## src/rtl/fp_addsub_pipe.sv

```systemverilog
// Pipelined floating-point adder/subtractor: operand capture, unpack/align,
// add, normalise/pack; truncating rounding, full-pipeline stall on back-pressure.
module fp_addsub_pipe #(
  parameter int EXP_W = 8,
  parameter int MAN_W = 23,
  parameter int TAG_W = 4,
  localparam int W = 1 + EXP_W + MAN_W
) (
  input  logic             clk,
  input  logic             reset,
  input  logic             in_valid,
  output logic             in_ready,
  input  logic [W-1:0]     a,
  input  logic [W-1:0]     b,
  input  logic             negate,
  input  logic [TAG_W-1:0] in_tag,
  output logic             out_valid,
  input  logic             out_ready,
  output logic [W-1:0]     out,
  output logic [TAG_W-1:0] out_tag,
  output logic [2:0]       flags
);

  localparam int AW  = MAN_W + 4;   // hidden + mantissa + guard/round/sticky
  localparam int SW  = MAN_W + 5;   // aligned width plus carry
  localparam int XW  = EXP_W + 2;   // signed headroom for normalised exponent
  localparam int LZW = $clog2(SW);

  logic stall, adv;
  assign stall    = out_valid & ~out_ready;
  assign adv      = ~stall;
  assign in_ready = ~stall;

  // ---------------- operand capture ----------------
  logic             v0, neg0;
  logic [W-1:0]     a0, b0;
  logic [TAG_W-1:0] tag0;

  always_ff @(posedge clk) begin
    if (reset) begin
      v0   <= 1'b0;
      a0   <= '0;
      b0   <= '0;
      neg0 <= 1'b0;
      tag0 <= '0;
    end else if (adv) begin
      v0   <= in_valid;
      a0   <= a;
      b0   <= b;
      neg0 <= negate;
      tag0 <= in_tag;
    end
  end

  // ---------------- unpack / swap / align ----------------
  logic             sa, sb, za, zb, a_big, nan_c;
  logic [EXP_W-1:0] ea, eb, exp_l, exp_s, diff;
  logic [MAN_W:0]   ma, mb, mant_l, mant_s;
  logic [AW-1:0]    ext_s, sh_s, mask_s, al_s;

  always_comb begin
    sa     = a0[W-1];
    sb     = b0[W-1] ^ neg0;
    ea     = a0[W-2:MAN_W];
    eb     = b0[W-2:MAN_W];
    za     = (ea == '0);
    zb     = (eb == '0);
    nan_c  = (ea == {EXP_W{1'b1}}) | (eb == {EXP_W{1'b1}});
    ma     = za ? '0 : {1'b1, a0[MAN_W-1:0]};
    mb     = zb ? '0 : {1'b1, b0[MAN_W-1:0]};
    // flushed operands compare as zero magnitude
    a_big  = {ea, za ? {MAN_W{1'b0}} : a0[MAN_W-1:0]} >=
             {eb, zb ? {MAN_W{1'b0}} : b0[MAN_W-1:0]};
    exp_l  = a_big ? ea : eb;
    exp_s  = a_big ? eb : ea;
    mant_l = a_big ? ma : mb;
    mant_s = a_big ? mb : ma;
    diff   = exp_l - exp_s;
    ext_s  = {mant_s, 3'b000};
    sh_s   = '0;
    mask_s = '0;
    if (diff >= EXP_W'(AW)) begin
      al_s = {{(AW-1){1'b0}}, |mant_s};
    end else begin
      sh_s   = ext_s >> diff;
      mask_s = ~({AW{1'b1}} << diff);
      al_s   = sh_s | {{(AW-1){1'b0}}, |(ext_s & mask_s)};
    end
  end

  logic             v1, nan1, sign1, same1;
  logic [EXP_W-1:0] exp1;
  logic [AW-1:0]    al_l1, al_s1;
  logic [TAG_W-1:0] tag1;

  always_ff @(posedge clk) begin
    if (reset) begin
      v1    <= 1'b0;
      nan1  <= 1'b0;
      sign1 <= 1'b0;
      same1 <= 1'b0;
      exp1  <= '0;
      al_l1 <= '0;
      al_s1 <= '0;
      tag1  <= '0;
    end else if (adv) begin
      v1    <= v0;
      nan1  <= nan_c;
      sign1 <= a_big ? sa : sb;
      same1 <= (sa == sb);
      exp1  <= exp_l;
      al_l1 <= {mant_l, 3'b000};
      al_s1 <= al_s;
      tag1  <= tag0;
    end
  end

  // ---------------- add / subtract ----------------
  logic [SW-1:0] sum_c;

  always_comb begin
    if (same1) sum_c = {1'b0, al_l1} + {1'b0, al_s1};
    else       sum_c = {1'b0, al_l1} - {1'b0, al_s1};
  end

  logic             v2, nan2, sign2;
  logic [EXP_W-1:0] exp2;
  logic [SW-1:0]    sum2;
  logic [TAG_W-1:0] tag2;

  always_ff @(posedge clk) begin
    if (reset) begin
      v2    <= 1'b0;
      nan2  <= 1'b0;
      sign2 <= 1'b0;
      exp2  <= '0;
      sum2  <= '0;
      tag2  <= '0;
    end else if (adv) begin
      v2    <= v1;
      nan2  <= nan1;
      sign2 <= sign1;
      exp2  <= exp1;
      sum2  <= sum_c;
      tag2  <= tag1;
    end
  end

  // ---------------- normalise / pack ----------------
  logic [LZW-1:0]   lz;
  logic [AW-1:0]    shl;
  logic [MAN_W-1:0] man_n;
  logic [XW-1:0]    exp_n;
  logic [W-1:0]     res;
  logic [2:0]       flg;

  always_comb begin
    lz = LZW'(AW);
    for (int i = 0; i < AW; i++) begin
      if (sum2[i]) lz = LZW'(AW - 1 - i);
    end
    shl = sum2[AW-1:0] << lz;
    if (sum2[SW-1]) begin
      man_n = sum2[AW-1:4];
      exp_n = {2'b00, exp2} + XW'(1);
    end else begin
      man_n = shl[AW-2:3];
      exp_n = {2'b00, exp2} - {{(XW-LZW){1'b0}}, lz};
    end

    res = {sign2, exp_n[EXP_W-1:0], man_n};
    flg = 3'b000;
    if (nan2) begin
      res = {1'b0, {EXP_W{1'b1}}, 1'b1, {(MAN_W-1){1'b0}}};
      flg = 3'b100;
    end else if (sum2 == '0) begin
      res = '0;
    end else if (!exp_n[XW-1] && exp_n >= {2'b00, {EXP_W{1'b1}}}) begin
      res = {sign2, {EXP_W{1'b1}}, {MAN_W{1'b0}}};
      flg = 3'b010;
    end else if (exp_n[XW-1] || exp_n == '0) begin
      res = {sign2, {(W-1){1'b0}}};
      flg = 3'b001;
    end
  end

  always_ff @(posedge clk) begin
    if (reset) begin
      out_valid <= 1'b0;
      out       <= '0;
      out_tag   <= '0;
      flags     <= '0;
    end else if (adv) begin
      out_valid <= v2;
      out       <= res;
      out_tag   <= tag2;
      flags     <= flg;
    end
  end

endmodule

```

## config.mk

```make
export PLATFORM = sky130hd
export DESIGN_NAME = fp_addsub_pipe
export DESIGN_NICKNAME = d
export VERILOG_FILES = /design/src/rtl/fp_addsub_pipe.sv
export SDC_FILE = /design/constraint.sdc
export NUM_CORES = 1
export LEC_CHECK = 0
export CORE_MARGIN = 2
export CORE_UTILIZATION = 35
export DETAILED_ROUTE_END_ITERATION = 16
export GPL_TIMING_DRIVEN = 0
export SETUP_SLACK_MARGIN = 0.4
export SYNTH_ARGS = -nofsm -noshare
export SYNTH_HDL_FRONTEND = slang
export SYNTH_SLANG_ARGS = --single-unit
```

## constraint.sdc

```tcl
create_clock -name clk -period 7.6 [get_ports clk]
set_clock_uncertainty 0.15 [all_clocks]
set_input_delay 0.76 -clock clk [delete_from_list [all_inputs] [get_ports clk]]
set_output_delay 0.76 -clock clk [all_outputs]
set_load 0.01 [all_outputs]
```

* After elaboration in Yosys (flattened, before gate mapping)
Cells that the tools add are included.
W data, S select, Z words.
** Operators by class
- Add/sub/neg operators :: 5
- Magnitude comparators :: 3
- Equality and inequality tests :: 3
- Shift operators :: 3
- Mux-type cells :: 48
- Bitwise gates (word level) :: 8
- Reductions and logical operators :: 9
** Operator list (number)
- $mux W5 :: 26
- $mux W24 :: 4
- $mux W23 :: 3
- $mux W32 :: 2
- $mux W31 :: 2
- $ge A31 B31 Y1 :: 1
- $add A27 B27 Y28 :: 1
- $logic_not A28 Y1 :: 1
- $mux W28 :: 1
- $sub A27 B27 Y28 :: 1
- $and A27 B27 Y27 :: 1
- $mux W27 :: 1
- $not A27 Y27 :: 1
- $or A27 B1 Y27 :: 1
- $reduce_or A27 Y1 :: 1
- $shl A27 B5 Y26 :: 1
- $shl A27 B8 Y27 const A :: 1
- $shr A27 B8 Y27 :: 1
- $reduce_or A24 Y1 :: 1
- $eq A8 B8 Y1 const B :: 2
- $logic_not A8 Y1 :: 2
- $mux W8 :: 2
- $ge A10 B8 Y1 const B :: 1
- $logic_not A10 Y1 :: 1
- 16 further kinds :: 20
** Word-level totals
- Register bits :: 220
- Input bits :: 73
- Output and inout port bits :: 41
- Word-level logic and storage cells :: 102

* Longest topological paths before layout
- Depth in word-level cells :: 35
- Mapped depth :: 27
- Depth with buffers taken out :: 22

* Worst setup path after synthesis
Ideal clock, no wire load.
- Path type :: register to register
- Start point :: reg a0[23]
- End point :: reg al_s1[0]
- Data arrival time :: 5.725 ns
- Path slack :: 1.596 ns
- Stages on the path, launching flop included :: 27
- Path buffers :: 8
- Period minus slack after synthesis :: 6.004 ns
- Cells stage by stage :: dfxtp_1 -> nor4_1 -> nand2_1 -> clkbuf_1 -> nand2_1 -> inv_1 -> ha_1 -> nand4_1 -> nor4_2 -> a221o_2 -> o21a_1 -> nor2_8 -> buf_6 -> buf_4 -> buf_2 -> buf_1 -> a21oi_1 -> ha_1 -> clkbuf_1 -> clkinv_1 -> clkbuf_1 -> clkbuf_1 -> o21ai_0 -> a2111oi_0 -> o22ai_1 -> a2111oi_2 -> a21oi_1
** Between the ends
- Longest elaborated chain between the ends :: 11
- Elaborated cells between the ends (all ways) :: 17
** Ends and longest elaborated chain
- from (decl) :: RTL line 36 : logic [W-1:0] a0, b0;
- from (signal assigned) :: RTL line 42 : a0 <= '0;
- from (signal assigned) :: RTL line 48 : a0 <= a;
- $logic_not A8 Y1 :: RTL line 66 : za = (ea == '0);
- $mux W23 :: RTL line 72 : a_big = {ea, za ? {MAN_W{1'b0}} : a0[MAN_W-1:0]} >=
- $ge A31 B31 Y1 :: RTL line 72
- $mux W8, on equally long branches :: RTL line 74, 75
- $sub A8 B8 Y8 :: RTL line 78 : diff = exp_l - exp_s;
- $shl A27 B8 Y27 :: RTL line 86 : mask_s = ~({AW{1'b1}} << diff);
- $not A27 Y27 :: RTL line 86
- $and A27 B27 Y27 :: RTL line 87 : al_s = sh_s | {{(AW-1){1'b0}}, |(ext_s & mask_s)};
- $reduce_or A27 Y1 :: RTL line 87
- $or A27 B1 Y27 :: RTL line 87
- $mux W27 (*) :: RTL line 82 : if (diff >= EXP_W'(AW)) begin
- to (signal assigned) :: RTL line 113 : al_s1 <= al_s;
- to (decl) :: RTL line 93 : logic [AW-1:0] al_l1, al_s1;
Mark *: on every way between the ends. The rest lies on a longest branch, timed or not.
A chain may end at the register's enable or synchronous reset.

* Worst setup path after layout
- Start point :: reg a0[23]
- End point :: reg al_s1[1]
** Between the ends
- Longest elaborated chain between the ends :: 8
- Elaborated cells between the ends (all ways) :: 12
** Ends and longest elaborated chain
- $logic_not A8 Y1 :: RTL line 66
- $mux W23 :: RTL line 72
- $ge A31 B31 Y1 :: RTL line 72
- $mux W8, on equally long branches :: RTL line 74, 75
- $sub A8 B8 Y8 :: RTL line 78
- $shr A27 B8 Y27 :: RTL line 85 : sh_s = ext_s >> diff;
- $or A27 B1 Y27 :: RTL line 87
- $mux W27 (*) :: RTL line 82
Marks and branches as above.

==> results.rst <==
.. list-table::
   :header-rows: 1

   * - Metric
     - Value
   * - Run status
     - completed
   * - RSZ-0062 raised after global routing
     - yes
   * - Initial standard-cell utilization of the core
     - around 36%
   * - Proportion of register bits with asynchronous set or reset after synthesis
     - 0%
   * - Worst setup startpoint
     - a0[23]
   * - Area added between synthesis and finish
     - 18.08%
   * - Total number of vias
     - approximately 16,000
   * - Synthesized instance count
     - 2,083
   * - Maximum net fanout on the critical path
     - 10
   * - Diode count
     - 0
   * - Start-to-end type of the worst setup path
     - reg -> reg
   * - Clock edge transition at the registers on the reported setup and hold paths
     - about 0.06 ns
   * - Total wire length after detailed routing
     - 60.03 mm
   * - Num ports
     - between 100 and 150
   * - Post-Syn Nets
     - 2,246
   * - Average wire length per cell after detail routing
     - ~21 um
   * - Slew at the pin closest to its max-slew limit
     - 1.052 ns
   * - Area of the mapped netlist
     - ~16,000 sq um
   * - Crit share post-route
     - between 90 and 100%
   * - Num CTS Buffers
     - 27
   * - Register bit count reported by yosys
     - 220
   * - Worst supply voltage drop on vdd
     - 0.1630 mV
   * - Core Footprint
     - around 45,000 sq um
   * - Cells after DPL
     - 2,787
   * - R2R Path Start
     - a0[23]
   * - Worst slack at placement
     - -0.6253 ns
   * - Reg2Reg Capture Point
     - al_s1[1]
   * - Class of the tightest hold or removal check
     - reg -> reg
   * - Worst path arrival time
     - 7.28 ns
   * - Die boundary width
     - approximately 220 um
   * - Fill cells
     - between 4,000 and 5,000
   * - Detailed Routing Iterations Pass 1
     - 6
   * - HPWL Detailed
     - around 47 mm
   * - Kind of end point of the critical path
     - flip-flop
   * - Library cell used as clock root buffer
     - sky130_fd_sc_hd__clkbuf_16
   * - Count of flip-flops with a built-in enable after synthesis
     - 0
   * - Insertion delay of the later-clocked pin in the worst-skew pair
     - between 0.5 and 0.6 ns
   * - Mean post-synth cell area
     - 7.611 sq um
   * - Worst slew slack as a fraction of its limit
     - just under 30%
   * - Peak Freq
     - 0.1433 GHz
   * - CTS tree
     - built
   * - Final Max Tran Viols
     - 0
   * - Number of buffers on the longest clock path
     - 3
   * - WP data required
     - around 7.9 ns
   * - Final setup viols
     - 0
   * - Launching element type of the critical path
     - flip-flop
   * - Count of final hold-check violations
     - 0
   * - Cell count of the worst reg-to-reg path
     - 27
   * - Starting DRC count in detailed routing
     - about 1,200
   * - Number of different library cells in the post-synthesis netlist
     - 98
   * - Most frequent cells in the layout
     - sky130_fd_sc_hd__nand2_1, sky130_fd_sc_hd__a21oi_1, sky130_fd_sc_hd__dfxtp_1
   * - Layout cells sized above 1
     - approximately 8%
   * - Vias per cell
     - 5.741
   * - Count of input and output buffers
     - roughly 110
   * - Routed Antenna Nets
     - 0
   * - Site row count
     - a little under 80
   * - PD cells
     - about 280 nW/um^2
   * - Final nets
     - about 2,400
   * - Clock period minus worst slack
     - 6.979 ns
   * - FF-to-FF setup slack
     - between 0.6 and 0.7 ns
   * - Maximum number of pins on one net before global-route repair
     - 14
   * - Number of H-tree levels
     - 1
   * - Total leakage power
     - about 7.4 nW
   * - Die outline area
     - 47,010 sq um
   * - Post-synthesis sequential area ratio
     - between 20% and 30%
   * - Leftover overflow at the end of global routing
     - 0
   * - Final Worst Setup Slack
     - roughly 0.62 ns
   * - Yosys warning count
     - 0
   * - Most common cell after layout, fill and taps aside
     - sky130_fd_sc_hd__nand2_1
   * - Max-cap violations
     - 0
   * - Total GRT Usage
     - around 25%
   * - Critical path destination
     - al_s1[1]
   * - Number of antenna violations at the first check in global routing
     - 0
   * - Top flip-flop cell by instance count after synthesis
     - sky130_fd_sc_hd__dfxtp_1
   * - Residual DRC
     - 0
   * - Via count of the first global-routing pass
     - roughly 16,000
   * - Placer's final routability congestion estimate
     - about 0.96
   * - Non-filler instance count after layout
     - between 2,000 and 3,000
   * - Final standard cell utilization of the core
     - between 40% and 50%
   * - Die height
     - 216.8 um
   * - Clock tree sinks
     - between 200 and 250
   * - Wire length of the first global-routing pass
     - 91.61 mm
==> worst min-delay path by stage <==
stage           start      to  slack (ns)  cells past startpoint
2_1_floorplan   b0[0]   b0[0]        0.28                      2
3_3_place_gp    b0[0]   b0[0]        0.29                      2
3_5_place_dp   b0[18]  b0[18]        0.30                      2
4_1_cts        b0[19]  b0[19]        0.30                      2
5_1_grt         a0[4]   a0[4]        0.32                      2
6_report       a0[10]  a0[10]        0.30                      2
==> per-stage QoR <==
| step | setup TNS, ns | total power [mW] | area, sq um | hold WS [ns] |
|---|---|---|---|---|
| 2_1_floorplan | 0 | 3.149 | 15850 | 0.2773 |
| 3_3_place_gp | -5.072 | 3.959 | 17710 | 0.2876 |
| 3_5_place_dp | -5.153 | 3.964 | 17710 | 0.2953 |
| 4_1_cts | 0 | 5.241 | 18620 | 0.3030 |
| 5_1_grt | 0 | 5.575 | 18720 | 0.3171 |
| 6_report | 0 | 5.298 | 18720 | 0.3003 |
==> sequential cells by signal (all words and copies together), names as in the netlist, 3 cells and up <==
register,count
exp2,8
exp1,8
tag2,4
al_s1,27
a0,32
tag1,4
al_l1,24
out,32
b0,32
flags,3
tag0,4
sum2,28
out_tag,4
==> cell usage after synthesis, types with 15 or more instances <==
library cell | count | area (sq um)
sky130_fd_sc_hd__mux2i_1 | 54 | 540.5
sky130_fd_sc_hd__dfxtp_1 | 220 | 4404
sky130_fd_sc_hd__a21oi_1 | 229 | 1146
sky130_fd_sc_hd__nand3_1 | 27 | 135.1
sky130_fd_sc_hd__or3_1 | 15 | 93.84
sky130_fd_sc_hd__nand2_1 | 335 | 1257
sky130_fd_sc_hd__a22oi_1 | 26 | 195.2
sky130_fd_sc_hd__a211oi_1 | 58 | 435.4
sky130_fd_sc_hd__clkbuf_1 | 119 | 446.7
sky130_fd_sc_hd__mux2_2 | 17 | 191.4
sky130_fd_sc_hd__nor4_1 | 25 | 156.4
sky130_fd_sc_hd__inv_1 | 107 | 401.6
sky130_fd_sc_hd__xnor2_1 | 26 | 227.7
sky130_fd_sc_hd__nor2_1 | 220 | 825.8
sky130_fd_sc_hd__mux4_2 | 36 | 810.8
sky130_fd_sc_hd__ha_1 | 88 | 1101
sky130_fd_sc_hd__nor3_1 | 33 | 165.2
sky130_fd_sc_hd__o21ai_0 | 96 | 480.5
sky130_fd_sc_hd__and3_1 | 17 | 106.4
sky130_fd_sc_hd__buf_2 | 15 | 75.07
==> metal layers <==
metal	vias to the layer above	GRT usage, %	part of all wire [%]
li1	7780	-	-
met1	7717	32.20	43
met2	658	41.86	46
met3	127	3.131	6.5
met4	0	9.612	4.0
met5	-	0	0
==> area by class of cell <==
class | instances | area (sq um) | share of cell area (%)
inverter | 111 | 417.9 | 2.232
timing repair buffer | 115 | 1144 | 6.109
clock inverter | 8 | 75.07 | 0.4010
buffer | 153 | 669.4 | 3.576
multi-input combinational | 1599 | 10510 | 56.15
sequential | 220 | 4404 | 23.53
clock buffer | 38 | 757.0 | 4.044
tap | 592 | 740.7 | 3.957
==> logic make-up (layout without fill, tap and decap cells) <==
family,Yosys count,in the layout,share of synthesized area (%)
and+or+nand+nor,747,747,20.90
DFF,220,220,27.78
adders and majority gates,91,91,7.261
AOI/OAI and AO/OA,621,621,25.80
muxes,107,107,9.732
xor gates and xnor gates,33,33,1.823
buffers and inverters,264,425,6.701
==> power breakdown <==
| group | internal, mW | switching [mW] |
|---|---|---|
| sequential | 1.30 | 0.133 |
| combinational | 1.05 | 1.57 |
| clock | 0.722 | 0.528 |
| total | 3.06 | 2.24 |
==> repair_timing <==
item                       in CTS  in global routing
cloned                          0                  0
hold buffers                    0                  0
pin swaps                       0                  1
resized for setup              28                 20
setup endpoints to repair      27                 44
setup buffers                   0                  3
==> worst max-delay path, stage by stage (launching register included) <==
cell and delay (ns):
sky130_fd_sc_hd__dfxtp_1 0.41, sky130_fd_sc_hd__nor4_1 0.37, sky130_fd_sc_hd__nand2_2 0.23, sky130_fd_sc_hd__buf_2 0.27, sky130_fd_sc_hd__nand2_1 0.16, sky130_fd_sc_hd__inv_1 0.09, sky130_fd_sc_hd__ha_1 0.33, sky130_fd_sc_hd__nand4_1 0.22
sky130_fd_sc_hd__nor4_4 0.10, sky130_fd_sc_hd__a221o_2 0.41, sky130_fd_sc_hd__o21a_1 0.31, sky130_fd_sc_hd__nor2_8 0.17, sky130_fd_sc_hd__buf_6 0.19, sky130_fd_sc_hd__buf_4 0.23, sky130_fd_sc_hd__clkbuf_4 0.28, sky130_fd_sc_hd__buf_2 0.27
sky130_fd_sc_hd__a21oi_1 0.10, sky130_fd_sc_hd__ha_1 0.19, sky130_fd_sc_hd__a41o_1 0.25, sky130_fd_sc_hd__or3_1 0.43, sky130_fd_sc_hd__and2_1 0.20, sky130_fd_sc_hd__buf_2 0.15, sky130_fd_sc_hd__buf_2 0.21, sky130_fd_sc_hd__buf_2 0.23
sky130_fd_sc_hd__o21bai_1 0.34, sky130_fd_sc_hd__nor3_1 0.11, sky130_fd_sc_hd__o31ai_1 0.33, sky130_fd_sc_hd__nand2_1 0.09
(Power assumes the default switching activity.)
